### src/rtl/mips_cpu_mult_pkg.sv
// Shared types and helpers for the sequential MULT/MULTU engine.
package mips_cpu_mult_pkg;

    typedef enum logic [1:0] {
        StIdle,
        StRun,
        StFix,
        StDone
    } mult_state_e;

    function automatic int unsigned cnt_width(input int unsigned width);
        return $clog2(width + 1);
    endfunction

    localparam int unsigned DefaultWidth    = 32;
    localparam int unsigned DefaultCntWidth = cnt_width(DefaultWidth);

endpackage

### src/rtl/mips_cpu_multiplier_seq.sv
// Radix-2 shift-add multiplier producing {HI, LO} for MULT/MULTU with a start/busy/done handshake.
// Signed requests are honoured only when MIPS_MULT_SIGNED_EN is defined.
module mips_cpu_multiplier_seq #(
    parameter int unsigned WIDTH = 32
) (
    input  logic                 clk,
    input  logic                 reset,
    input  logic                 start,
    input  logic                 is_signed,
    input  logic [WIDTH-1:0]     a,
    input  logic [WIDTH-1:0]     b,
    output logic                 busy,
    output logic                 done,
    output logic [2*WIDTH-1:0]   out
);
    import mips_cpu_mult_pkg::*;

    localparam int unsigned CntW = cnt_width(WIDTH);

    mult_state_e          state_q, state_d;
    logic [WIDTH-1:0]     mcand_q, mcand_d;
    logic [WIDTH-1:0]     mplier_q, mplier_d;
    logic [2*WIDTH-1:0]   acc_q, acc_d;
    logic [CntW-1:0]      cnt_q, cnt_d;
    logic                 neg_q, neg_d;
    logic [2*WIDTH-1:0]   out_q, out_d;
    logic                 busy_q, busy_d;
    logic                 done_q, done_d;

    logic [WIDTH-1:0]     a_mag, b_mag;
    logic                 req_neg;
    logic [WIDTH:0]       sum;

`ifdef MIPS_MULT_SIGNED_EN
    // The most negative value negates to itself, which is already its correct magnitude.
    always_comb begin
        a_mag   = (is_signed && a[WIDTH-1]) ? -a : a;
        b_mag   = (is_signed && b[WIDTH-1]) ? -b : b;
        req_neg = is_signed & (a[WIDTH-1] ^ b[WIDTH-1]);
    end
`else
    logic unused_is_signed;
    assign unused_is_signed = is_signed;

    always_comb begin
        a_mag   = a;
        b_mag   = b;
        req_neg = 1'b0;
    end
`endif

    always_comb begin
        state_d  = state_q;
        mcand_d  = mcand_q;
        mplier_d = mplier_q;
        acc_d    = acc_q;
        cnt_d    = cnt_q;
        neg_d    = neg_q;
        out_d    = out_q;
        sum      = '0;

        unique case (state_q)
            StIdle: begin
                if (start) begin
                    mcand_d  = a_mag;
                    mplier_d = b_mag;
                    neg_d    = req_neg;
                    acc_d    = '0;
                    cnt_d    = CntW'(WIDTH);
                    state_d  = StRun;
                end
            end
            StRun: begin
                // Carry out of the upper-half add becomes the new MSB after the shift.
                sum      = {1'b0, acc_q[2*WIDTH-1:WIDTH]}
                         + {1'b0, (mplier_q[0] ? mcand_q : {WIDTH{1'b0}})};
                acc_d    = {sum, acc_q[WIDTH-1:1]};
                mplier_d = mplier_q >> 1;
                cnt_d    = cnt_q - CntW'(1);
                if (cnt_q == CntW'(1)) begin
                    state_d = StFix;
                end
            end
            StFix: begin
                out_d   = neg_q ? -acc_q : acc_q;
                state_d = StDone;
            end
            StDone: begin
                state_d = StIdle;
            end
            default: begin
                state_d = StIdle;
            end
        endcase

        busy_d = (state_d != StIdle);
        done_d = (state_d == StDone);
    end

    always_ff @(posedge clk) begin
        if (reset) begin
            state_q  <= StIdle;
            mcand_q  <= '0;
            mplier_q <= '0;
            acc_q    <= '0;
            cnt_q    <= '0;
            neg_q    <= 1'b0;
            out_q    <= '0;
            busy_q   <= 1'b0;
            done_q   <= 1'b0;
        end else begin
            state_q  <= state_d;
            mcand_q  <= mcand_d;
            mplier_q <= mplier_d;
            acc_q    <= acc_d;
            cnt_q    <= cnt_d;
            neg_q    <= neg_d;
            out_q    <= out_d;
            busy_q   <= busy_d;
            done_q   <= done_d;
        end
    end

    assign busy = busy_q;
    assign done = done_q;
    assign out  = out_q;

endmodule

### config.mk
export PLATFORM = sky130hd
export DESIGN_NAME = mips_cpu_multiplier_seq
export DESIGN_NICKNAME = d
export VERILOG_FILES = /design/src/rtl/mips_cpu_mult_pkg.sv /design/src/rtl/mips_cpu_multiplier_seq.sv
export SDC_FILE = /design/constraint.sdc
export NUM_CORES = 1
export LEC_CHECK = 0
export BUFFER_PORTS_ARGS = -buffer_cell sky130_fd_sc_hd__buf_2
export CAP_MARGIN = 40
export CORE_MARGIN = 4
export CORE_UTILIZATION = 55
export CTS_CLUSTER_DIAMETER = 30
export DETAILED_ROUTE_END_ITERATION = 10
export PLACE_DENSITY = 0.85
export REMOVE_ABC_BUFFERS = 1
export SYNTH_ARGS = -nofsm -noshare
export SYNTH_HDL_FRONTEND = slang
export SYNTH_SLANG_ARGS = --single-unit
### constraint.sdc
create_clock -name clk -period 5.3 [get_ports clk]
set_input_delay 0 -clock clk [delete_from_list [all_inputs] [get_ports clk]]
set_output_delay 0 -clock clk [all_outputs]
set_load 0.03 [all_outputs]
==> impl_metrics.json, run 1 <==
{
  "cts_buffers": 38,
  "clockBufferDepth": 3,
  "multi_input_area_um2": 4830,
  "synth_area_leader_cell": "dfxtp_1",
  "fin_setup_tns_ns": 0,
  "firstDrtPassIters": 8,
  "antenna_cells": 0,
  "initial_utilization_pct": 55.9,
  "die-height_um": 137,
  "startpoint_type": "flop",
  "drv_cap": 0,
  "yosys.cell_count.top_type": "nand2_1",
  "antenna_found_initial": 0,
  "dp_hpwl_mm": 14.4,
  "grt_max_degree": 69,
  "grt_usage_pct": 26.8,
  "post_synth_num_cell_types": 53,
  "synth_area_per_cell_um2": 7.83,
  "dp_slack_ns": 2.14,
  "gr-total-overflow": 0,
  "pin_count": 134,
  "ir_drop_mv": 0.298,
  "min_path_type": "in2reg",
  "ys_ff_latch": 202,
  "status": "completed",
  "vias": 9109,
  "dp_cells": 1458,
  "powerDensity_nw_per_um2": 363,
  "portBuffers": 132,
  "worst_pin_slew_ns": 0.801,
  "crit_required_ns": 5.68,
  "synthCells": 1175,
  "p_leak_nw": 5.17,
  "clkTransAtPathRegs_ns": 0.05,
  "drt-wirelength-per-cell_um": 16.1,
  "gp_congestion": 0.939,
  "seq_area_um2": 4050,
  "stdcell_count": 1600,
  "core.rowCount": 47,
  "grt_pass1_wl_mm": 41.4,
  "clk-insertion-delay-late_ns": 0.50,
  "cp.arrival_ns": 3.66,
  "fillers": 1159,
  "skew_ns": 0.0121,
  "relSlewSlack_pct": 46.6,
  "cts_resized": 0,
  "routed_wirelength_mm": 25.7,
  "viasPerCell": 5.69,
  "drv_slew": 0,
  "synth_edf_count": 0,
  "dieArea_um2": 18900,
  "drtAntennaViolNets": 0,
  "syn_to_final_growth_pct": 30.4,
  "yosysTopAreaCellShare_pct": 44.0,
  "cts_root_buffer": "clkbuf_16",
  "cts_tree": "built",
  "final.period_utilization_pct": 61.9,
  "setup_violations": 0,
  "fp.coreArea_um2": 16500,
  "end_kind": "flop",
  "ys_seq_area_share_pct": 44.0,
  "grt_pass1_vias": 8706,
  "synthTopCellsByArea": "dfxtp_1 (44%), nand2_1 (9.8%), a21oi_1 (9.1%)",
  "synth_area_um2": 9200,
  "async_reset_ff_share_pct": 0,
  "synth_commonest_cells": "nand2_1 (240), dfxtp_1 (202), a21oi_1 (167)",
  "yosys_warnings": 0,
  "clock_sinks": 202,
  "first_iter_violations": 640,
  "drive_gt1_share_pct": 16.8,
  "die_w_um": 137,
  "crit_type": "reg2reg",
  "path_max_fanout": 17,
  "setup_ws_ns": 2.02,
  "finalCriticalPeriod_ns": 3.28,
  "rsz0062_at_grt": "no",
  "drcViolationCount": 0,
  "htreeDepth": 2,
  "nets": 1454,
  "synth-main-ff-cell": "dfxtp_1",
  "max_freq_mhz": 305,
  "finalHoldViolCount": 0
}
## final timing paths
check | to | cells after the start | start | slack, ns
worst max-delay path | acc_q[61] | 13 | mplier_q[0] | 2.02
worst min-delay path | state_q[0] | 3 | start | 0.22
worst max register to register | acc_q[61] | 13 | mplier_q[0] | 2.02
worst min register to register | out[4] | 2 | out[4] | 0.45
## cell families (layout without fill, tap and decap cells)
kind of cell / count (synthesis) / after routing / share of synthesized area (%)
AND/OR/NAND/NOR: 515 / 515 / 24.9
AO/OA/AOI/OAI: 302 / 302 / 19.8
flip-flops: 202 / 202 / 44.0
buffers and inverters: 93 / 298 / 3.80
adder cells (fa/ha/maj): 35 / 35 / 4.84
XOR/XNOR: 27 / 27 / 2.57
multiplexers: 1 / 1 / 0.109
## metrics by stage
stage | hold WS [ns] | instance area [um2] | utilization [%] | power [mW]
2_1_floorplan | 0.0691 | 8890 | - | 1.82
3_3_place_gp | 0.238 | 9940 | 60.3 | 1.92
3_5_place_dp | 0.248 | 9980 | 60.6 | 1.94
4_1_cts | 0.170 | 12000 | 72.8 | 4.36
5_1_grt | 0.239 | 12000 | 72.8 | 4.51
6_report | 0.217 | 12000 | 72.8 | 4.36
## sequential cells by signal, indices dropped and copies added, names as in the netlist
| signal | count |
|---|---|
| out | 64 |
| cnt_q | 6 |
| busy | 1 |
| acc_q | 64 |
| mplier_q | 32 |
| state_q | 2 |
| done | 1 |
| mcand_q | 32 |
## per-layer routing
metal | wire [um] | GRT usage, % | up-vias
met4 | 1160 | 13.2 | 0
li1 | - | - | 4357
met2 | 12300 | 45.4 | 463
met1 | 10100 | 32.0 | 4175
met5 | 0 | 0 | -
met3 | 2170 | 5.77 | 114
## layout make-up
class | instances | share of cell area (%)
clock inverters | 24 | 2.22
flip-flops and latches | 202 | 33.7
repair buffers | 219 | 12.7
well taps | 220 | 2.30
inverters | 10 | 0.313
clock buffers | 45 | 8.49
multi-input cells | 880 | 40.3
## critical path, cell delays in order, from the launching register on
cell	delay, ns
dfxtp_1	0.67
buf_8	0.23
and2_1	0.14
ha_1	0.18
inv_1	0.07
fa_1	0.43
nor2b_4	0.15
o31a_4	0.18
o2111ai_2	0.12
nor3b_4	0.19
o31a_4	0.36
nor2_1	0.21
a211o_1	0.16
nand3_1	0.05
## cell usage in the layout (no fill, tap or decap), drive strengths merged, types with 2 or more instances in the layout
| master | Yosys | final |
|---|---|---|
| or2 | 2 | 2 |
| or3 | 2 | 2 |
| a211o | 2 | 2 |
| o21bai | 4 | 4 |
| clkbuf | 75 | 45 |
| dfxtp | 202 | 202 |
| a21o | 16 | 16 |
| nand2 | 240 | 240 |
| dlygate4sd3 | 0 | 73 |
| a22o | 33 | 33 |
| o21a | 5 | 5 |
| bufinv | 0 | 4 |
| and2 | 34 | 34 |
| o31a | 2 | 2 |
| nand3 | 11 | 11 |
| a31oi | 6 | 6 |
| o21ai | 43 | 43 |
| clkinvlp | 0 | 4 |
| a22oi | 9 | 9 |
| xor2 | 12 | 12 |
| nor3 | 39 | 39 |
| o211ai | 3 | 3 |
| xnor2 | 15 | 15 |
| clkinv | 0 | 10 |
| o31ai | 2 | 2 |
| or4 | 2 | 2 |
| ha | 34 | 34 |
| nor2 | 122 | 122 |
| nand3b | 2 | 2 |
| and3 | 3 | 3 |
| a21oi | 168 | 168 |
| buf | 8 | 146 |
| nor3b | 4 | 4 |
| nand4 | 11 | 11 |
| nor2b | 37 | 37 |
| inv | 10 | 16 |
| nand2b | 3 | 3 |
| a211oi | 2 | 2 |
## repair_timing
| item | CTS | global route |
|---|---|---|
| endpoints found under the hold margin | 75 | 0 |
| setup buffers | 0 | 0 |
| hold buffers | 73 | 0 |
## report_power, final
part | total [mW] | switching (mW) | internal [mW]
clock | 2.39 | 0.808 | 1.58
combinational | 0.356 | 0.206 | 0.149
sequential | 1.61 | 0.0386 | 1.58
total | 4.36 | 1.05 | 3.31
Note: power is estimated with default switching activity, not from simulation.
==> inputs of run 2 (changes only) <==
--- a/config.mk
+++ b/config.mk
@@ -8,7 +8,7 @@
 export BUFFER_PORTS_ARGS = -buffer_cell sky130_fd_sc_hd__buf_2
 export CAP_MARGIN = 40
 export CORE_MARGIN = 4
-export CORE_UTILIZATION = 55
+export CORE_UTILIZATION = 52
 export CTS_CLUSTER_DIAMETER = 30
 export DETAILED_ROUTE_END_ITERATION = 10
 export PLACE_DENSITY = 0.85
==> constraint.sdc (replaced) <==
create_clock -name clk -period 3 [get_ports clk]
set_input_delay 0 -clock clk [delete_from_list [all_inputs] [get_ports clk]]
set_output_delay 0 -clock clk [all_outputs]
set_load 0.03 [all_outputs]
==> run 2 against run 1 <==
Against the previous run: wire length fell by 1.5%; count of clock-buffer cells in the layout rose by 3; highest routed layer unchanged; sequential share of layout area barely moved; clock skew fell by 0.0013 ns.
==> impl_metrics.json, run 2 (synthesis gave the netlist of run 1 again) <==
{
  "status": "completed",
  "routed_wirelength_mm": 25.3,
  "antenna_cells": 0,
  "cts_setup_buffers": 0,
  "dieArea_um2": 19900,
  "end_kind": "flop",
  "final_common_cell": "nand2_1",
  "rsz0062_at_grt": "no",
  "critPathMaxStageDelay_ns": 0.39,
  "powerDensity_nw_per_um2": 656,
  "gp_congestion": 0.999,
  "syn_to_final_growth_pct": 30.3,
  "final.period_utilization_pct": 92.0,
  "pin_count": 134,
  "p_leak_nw": 5.15,
  "grt_usage_pct": 25.2,
  "stdcell_count": 1599,
  "min_path_type": "in2reg",
  "path_max_fanout": 7,
  "fp.coreArea_um2": 17300,
  "initial_utilization_pct": 53.2,
  "die-height_um": 141,
  "clkTransAtPathRegs_ns": 0.05,
  "finalHoldViolCount": 0,
  "firstDrtPassIters": 6,
  "drcViolationCount": 0,
  "cp.arrival_ns": 3.14,
  "cts_tree": "built",
  "relSlewSlack_pct": 45.2,
  "cts_root_buffer": "clkbuf_16",
  "worst_pin_slew_ns": 0.821,
  "antenna_found_initial": 0,
  "vias": 8907,
  "slowest_stage": "ha_1",
  "cts_buffers": 38,
  "portBuffers": 132,
  "grt_max_degree": 75,
  "crit_type": "reg2reg",
  "drv_cap": 0,
  "viasPerCell": 5.57,
  "gr-total-overflow": 0,
  "first_iter_violations": 589,
  "max_freq_mhz": 362,
  "fin_setup_tns_ns": 0,
  "clock_sinks": 202,
  "clk-insertion-delay-late_ns": 0.51,
  "startpoint_type": "flop",
  "drt-wirelength-per-cell_um": 15.8,
  "drv_slew": 0,
  "ir_drop_mv": 0.434,
  "design_area_um2": 12000,
  "dp_cells": 1465,
  "crit_required_ns": 3.38,
  "dp_hpwl_mm": 14.9,
  "setup_violations": 0,
  "clockBufferDepth": 3,
  "grt_pass1_vias": 8692,
  "crit_chain": "buf_4 -> and2_1 -> ha_1 -> and3_1 -> and3_2 -> o2111ai_2 -> nor3b_4 -> o31a_4 -> nor2_1 -> a211o_1 -> nand3_1",
  "skew_ns": 0.0108,
  "core.rowCount": 48,
  "finalCriticalPeriod_ns": 2.76,
  "layout_common_cells": "nand2_1 (240), dfxtp_1 (200), a21oi_1 (167)",
  "grt_pass1_wl_mm": 41.8,
  "drtAntennaViolNets": 0,
  "nets": 1448,
  "placed_cell_area_um2": 9990,
  "die_w_um": 141,
  "htreeDepth": 2,
  "drive_gt1_share_pct": 17.1
}
## run 2: changes by cell type in the layout (fill, tap and decap cells not counted), moves of 2 or more
cell,before,now
buf_4,13,16
clkbuf_8,2,5
dlygate4sd3_1,73,65
clkinv_4,3,1
clkinv_2,7,2
inv_6,5,7
## run 2: power by group
group / total [mW] / internal [mW] / switching, mW
Clock: 4.39 / 2.96 / 1.43
Sequential: 2.85 / 2.78 / 0.0649
Combinational: 0.622 / 0.254 / 0.368
Total: 7.86 / 6.00 / 1.87
## run 2: critical path: cells and delay by family, from the launching register on
family / cells / cell delay [ns]
AO/OA/AOI/OAI: 3 / 0.65
adder cells (fa/ha/maj): 1 / 0.39
buffers and inverters: 1 / 0.16
flip-flops: 1 / 0.36
AND/OR/NAND/NOR: 6 / 1.09
## run 2: per-stage QoR
stage                     util [%]  power, mW  setup WS, ns  hold slack, ns
after floorplan                  -       3.21         -1.11          0.0691
after global placement        57.8       3.40         0.306           0.242
after detailed placement      57.8       3.42         0.211           0.248
after CTS                     69.3       7.87         0.189          0.0138
after global routing          69.3       8.14        0.0656          0.0593
final                         69.3       7.86         0.240          0.0341
## run 2: per-layer routing
metal / vias to the layer above / GRT usage, % / part of all wire (%)
met3: 103 / 5.53 / 7.6
met2: 410 / 43.2 / 48
met4: 0 / 10.9 / 3.8
li1: 4353 / - / -
met1: 4041 / 30.6 / 40
met5: - / 0 / 0
## run 2: area by class of cell
type	count	area (um2)
fill	1285	5310
sequential	202	4050
tap	225	282
multi-input combinational	880	4830
clock inverter	21	279
inverter	10	37.5
timing repair buffer	213	1450
clock buffer	48	1060
## run 2: worst paths after layout
check | start | to | slack (ns) | cells after the start
hold / removal | b[26] | mplier_q[26] | 0.03 | 5
setup / recovery | mplier_q[0] | acc_q[61] | 0.24 | 11
setup reg to reg | mplier_q[0] | acc_q[61] | 0.24 | 11
hold reg to reg | out[14] | out[14] | 0.45 | 2
## run 2: repair_timing
action	4_1_cts	5_1_grt
hold buffers	65	0
endpoints found under the setup margin	0	2
endpoints found under the hold margin	66	0
resized for setup	0	1
==> inputs of run 3 (changes only) <==
--- a/config.mk
+++ b/config.mk
@@ -11,7 +11,8 @@
 export CORE_UTILIZATION = 52
 export CTS_CLUSTER_DIAMETER = 30
 export DETAILED_ROUTE_END_ITERATION = 10
-export PLACE_DENSITY = 0.85
+export HOLD_SLACK_MARGIN = 0.05
+export PLACE_DENSITY = 0.77
 export REMOVE_ABC_BUFFERS = 1
 export SYNTH_ARGS = -nofsm -noshare
 export SYNTH_HDL_FRONTEND = slang
==> run 3 against run 2 <==
Against the previous run: hold slack better by 0.13 ns; clock power is 4% lower; power down 2.1%; non-clock buffer count stayed put; sequential cell count did not move; via count down 1.0%; global-route usage is 0.90 points lower; register-to-register slack got worse by 0.02 ns; worst setup slack worse by 0.015 ns; die area is the same; critical endpoint is now acc_q[58].
==> impl_metrics.json, run 3 (synthesis gave the netlist of run 1 again) <==
{
  "status": "completed",
  "reg2reg_depth": 11,
  "drcViolationCount": 0,
  "dieArea_um2": 19900,
  "rsz0062_at_grt": "no",
  "clkTransAtPathRegs_ns": 0.05,
  "cts_buffers": 38,
  "design_area_um2": 12000,
  "antenna_cells": 0,
  "layout_common_cells": "nand2_1 (240), dfxtp_1 (200), a21oi_1 (167)",
  "drtAntennaViolNets": 0,
  "crit_chain": "buf_4 -> and2_1 -> ha_1 -> and3_1 -> o211ai_1 -> or3_1 -> o21ai_2 -> a21oi_1 -> o21ai_1 -> xnor2_1 -> o21ai_1",
  "drive_gt1_share_pct": 17.3,
  "p_leak_nw": 5.13,
  "powerDensity_nw_per_um2": 643,
  "grt_max_degree": 79,
  "routed_wirelength_mm": 24.7,
  "initial_utilization_pct": 53.2,
  "clk-insertion-delay-late_ns": 0.51,
  "finalHoldViolCount": 0,
  "end_kind": "flop",
  "cts_setup_buffers": 0,
  "cp.arrival_ns": 3.15,
  "hp-start": "start",
  "dp_cells": 1465,
  "dp_hpwl_mm": 14.9,
  "pin_count": 134,
  "finalCriticalPeriod_ns": 2.78,
  "core.rowCount": 48,
  "critPathMaxStageDelay_ns": 0.38,
  "clockBufferDepth": 3,
  "drv_cap": 0,
  "fin_setup_tns_ns": 0,
  "drt-wirelength-per-cell_um": 15.4,
  "placed_cell_area_um2": 10000,
  "relSlewSlack_pct": 44.2,
  "grt_pass1_wl_mm": 40.7,
  "grt_usage_pct": 24.3,
  "worstReg2RegStart": "mplier_q[0]",
  "htreeDepth": 2,
  "viasPerCell": 5.51,
  "grt_pass1_vias": 8475,
  "setup_violations": 0,
  "path_max_fanout": 13,
  "crit_required_ns": 3.38,
  "crit_path_frequent_cell": "o21ai_1",
  "fp.coreArea_um2": 17300,
  "cts_root_buffer": "clkbuf_16",
  "final_common_cell": "nand2_1",
  "startpoint_type": "flop",
  "skew_ns": 0.0159,
  "clock_sinks": 202,
  "ff2ff_setup_slack_ns": 0.22,
  "syn_to_final_growth_pct": 30.1,
  "dr_wl_met2_mm": 11.9,
  "firstDrtPassIters": 5,
  "max_freq_mhz": 360,
  "worst_pin_slew_ns": 0.838,
  "whs_path_depth": 3,
  "portBuffers": 132,
  "final.period_utilization_pct": 92.5,
  "wl_met3_mm": 1.71,
  "antenna_found_initial": 0,
  "stdcell_count": 1600,
  "holdPathEnd": "state_q[0]",
  "gr-total-overflow": 0,
  "vias": 8818,
  "die_w_um": 141,
  "nets": 1448,
  "reg2reg_to": "acc_q[58]",
  "ir_drop_mv": 0.398,
  "slowest_stage": "ha_1",
  "crit_type": "reg2reg",
  "cts_tree": "built",
  "drv_slew": 0,
  "die-height_um": 141,
  "min_path_type": "in2reg",
  "first_iter_violations": 565,
  "dr.max_layer_used": "met4",
  "wl_met1_mm": 10.4,
  "gp_congestion": 0.877
}
-- run 3: cell count changes in the layout (fill, tap and decap cells not counted), sizes merged --
| cell | previous run | this run |
|---|---|---|
| clkinv | 3 | 14 |
| clkbuf | 48 | 45 |
| clkinvlp | 5 | 6 |
| inv | 18 | 12 |
| bufinv | 5 | 3 |
-- run 3: worst max-delay path: cells and delay by family, from the launching register on --
kind,cells,cell delay (ns)
buf+inv,1,0.19
flops,1,0.36
compound gates,5,0.82
xor+xnor,1,0.13
fa+ha+maj,1,0.38
simple gates,3,0.75
-- run 3: timing repair --
action,in CTS,in global routing
hold endpoints to repair,68,0
gates resized for setup,0,1
hold buffers,65,0
endpoints found under the setup margin,0,1
-- run 3: report_power, final --
group	total, mW	internal [mW]	switching (mW)
registers	2.85	2.78	0.0698
logic	0.616	0.257	0.359
clock network	4.23	2.76	1.46
total	7.69	5.80	1.89
-- run 3: through the flow --
stage                     power, mW  util [%]  setup slack [ns]  hold WS, ns
after floorplan                3.21         -             -1.11       0.0691
after global placement         3.41      57.8             0.291        0.238
after detailed placement       3.43      57.8             0.216        0.246
after CTS                      7.71      69.2             0.176        0.141
after global routing           7.97      69.2            0.0764        0.232
final                          7.69      69.2             0.225        0.164
-- run 3: layout make-up --
cell class	instances	area [um2]
clock buffers	45	1040
clock inverters	25	268
fillers	1326	5330
inverters	10	37.5
multi-input cells	880	4830
flip-flops and latches	202	4050
well taps	225	282
repair buffers	213	1460
-- run 3: per-layer routing --
layer / vias to the layer above / GRT usage (%)
met5: - / 0
met3: 62 / 4.58
met4: 0 / 9.79
met2: 325 / 41.6
li1: 4346 / -
met1: 4085 / 30.3
-- run 3: worst max path at each step --
stage	start	to	slack, ns	cells past startpoint
after floorplan	state_q[0]	acc_q[59]	-1.11	5
after global placement	mplier_q[0]	acc_q[59]	0.29	11
after detailed placement	mplier_q[0]	acc_q[61]	0.22	12
after CTS	mplier_q[0]	acc_q[61]	0.18	12
after global routing	mplier_q[0]	acc_q[58]	0.08	11
final	mplier_q[0]	acc_q[58]	0.22	11
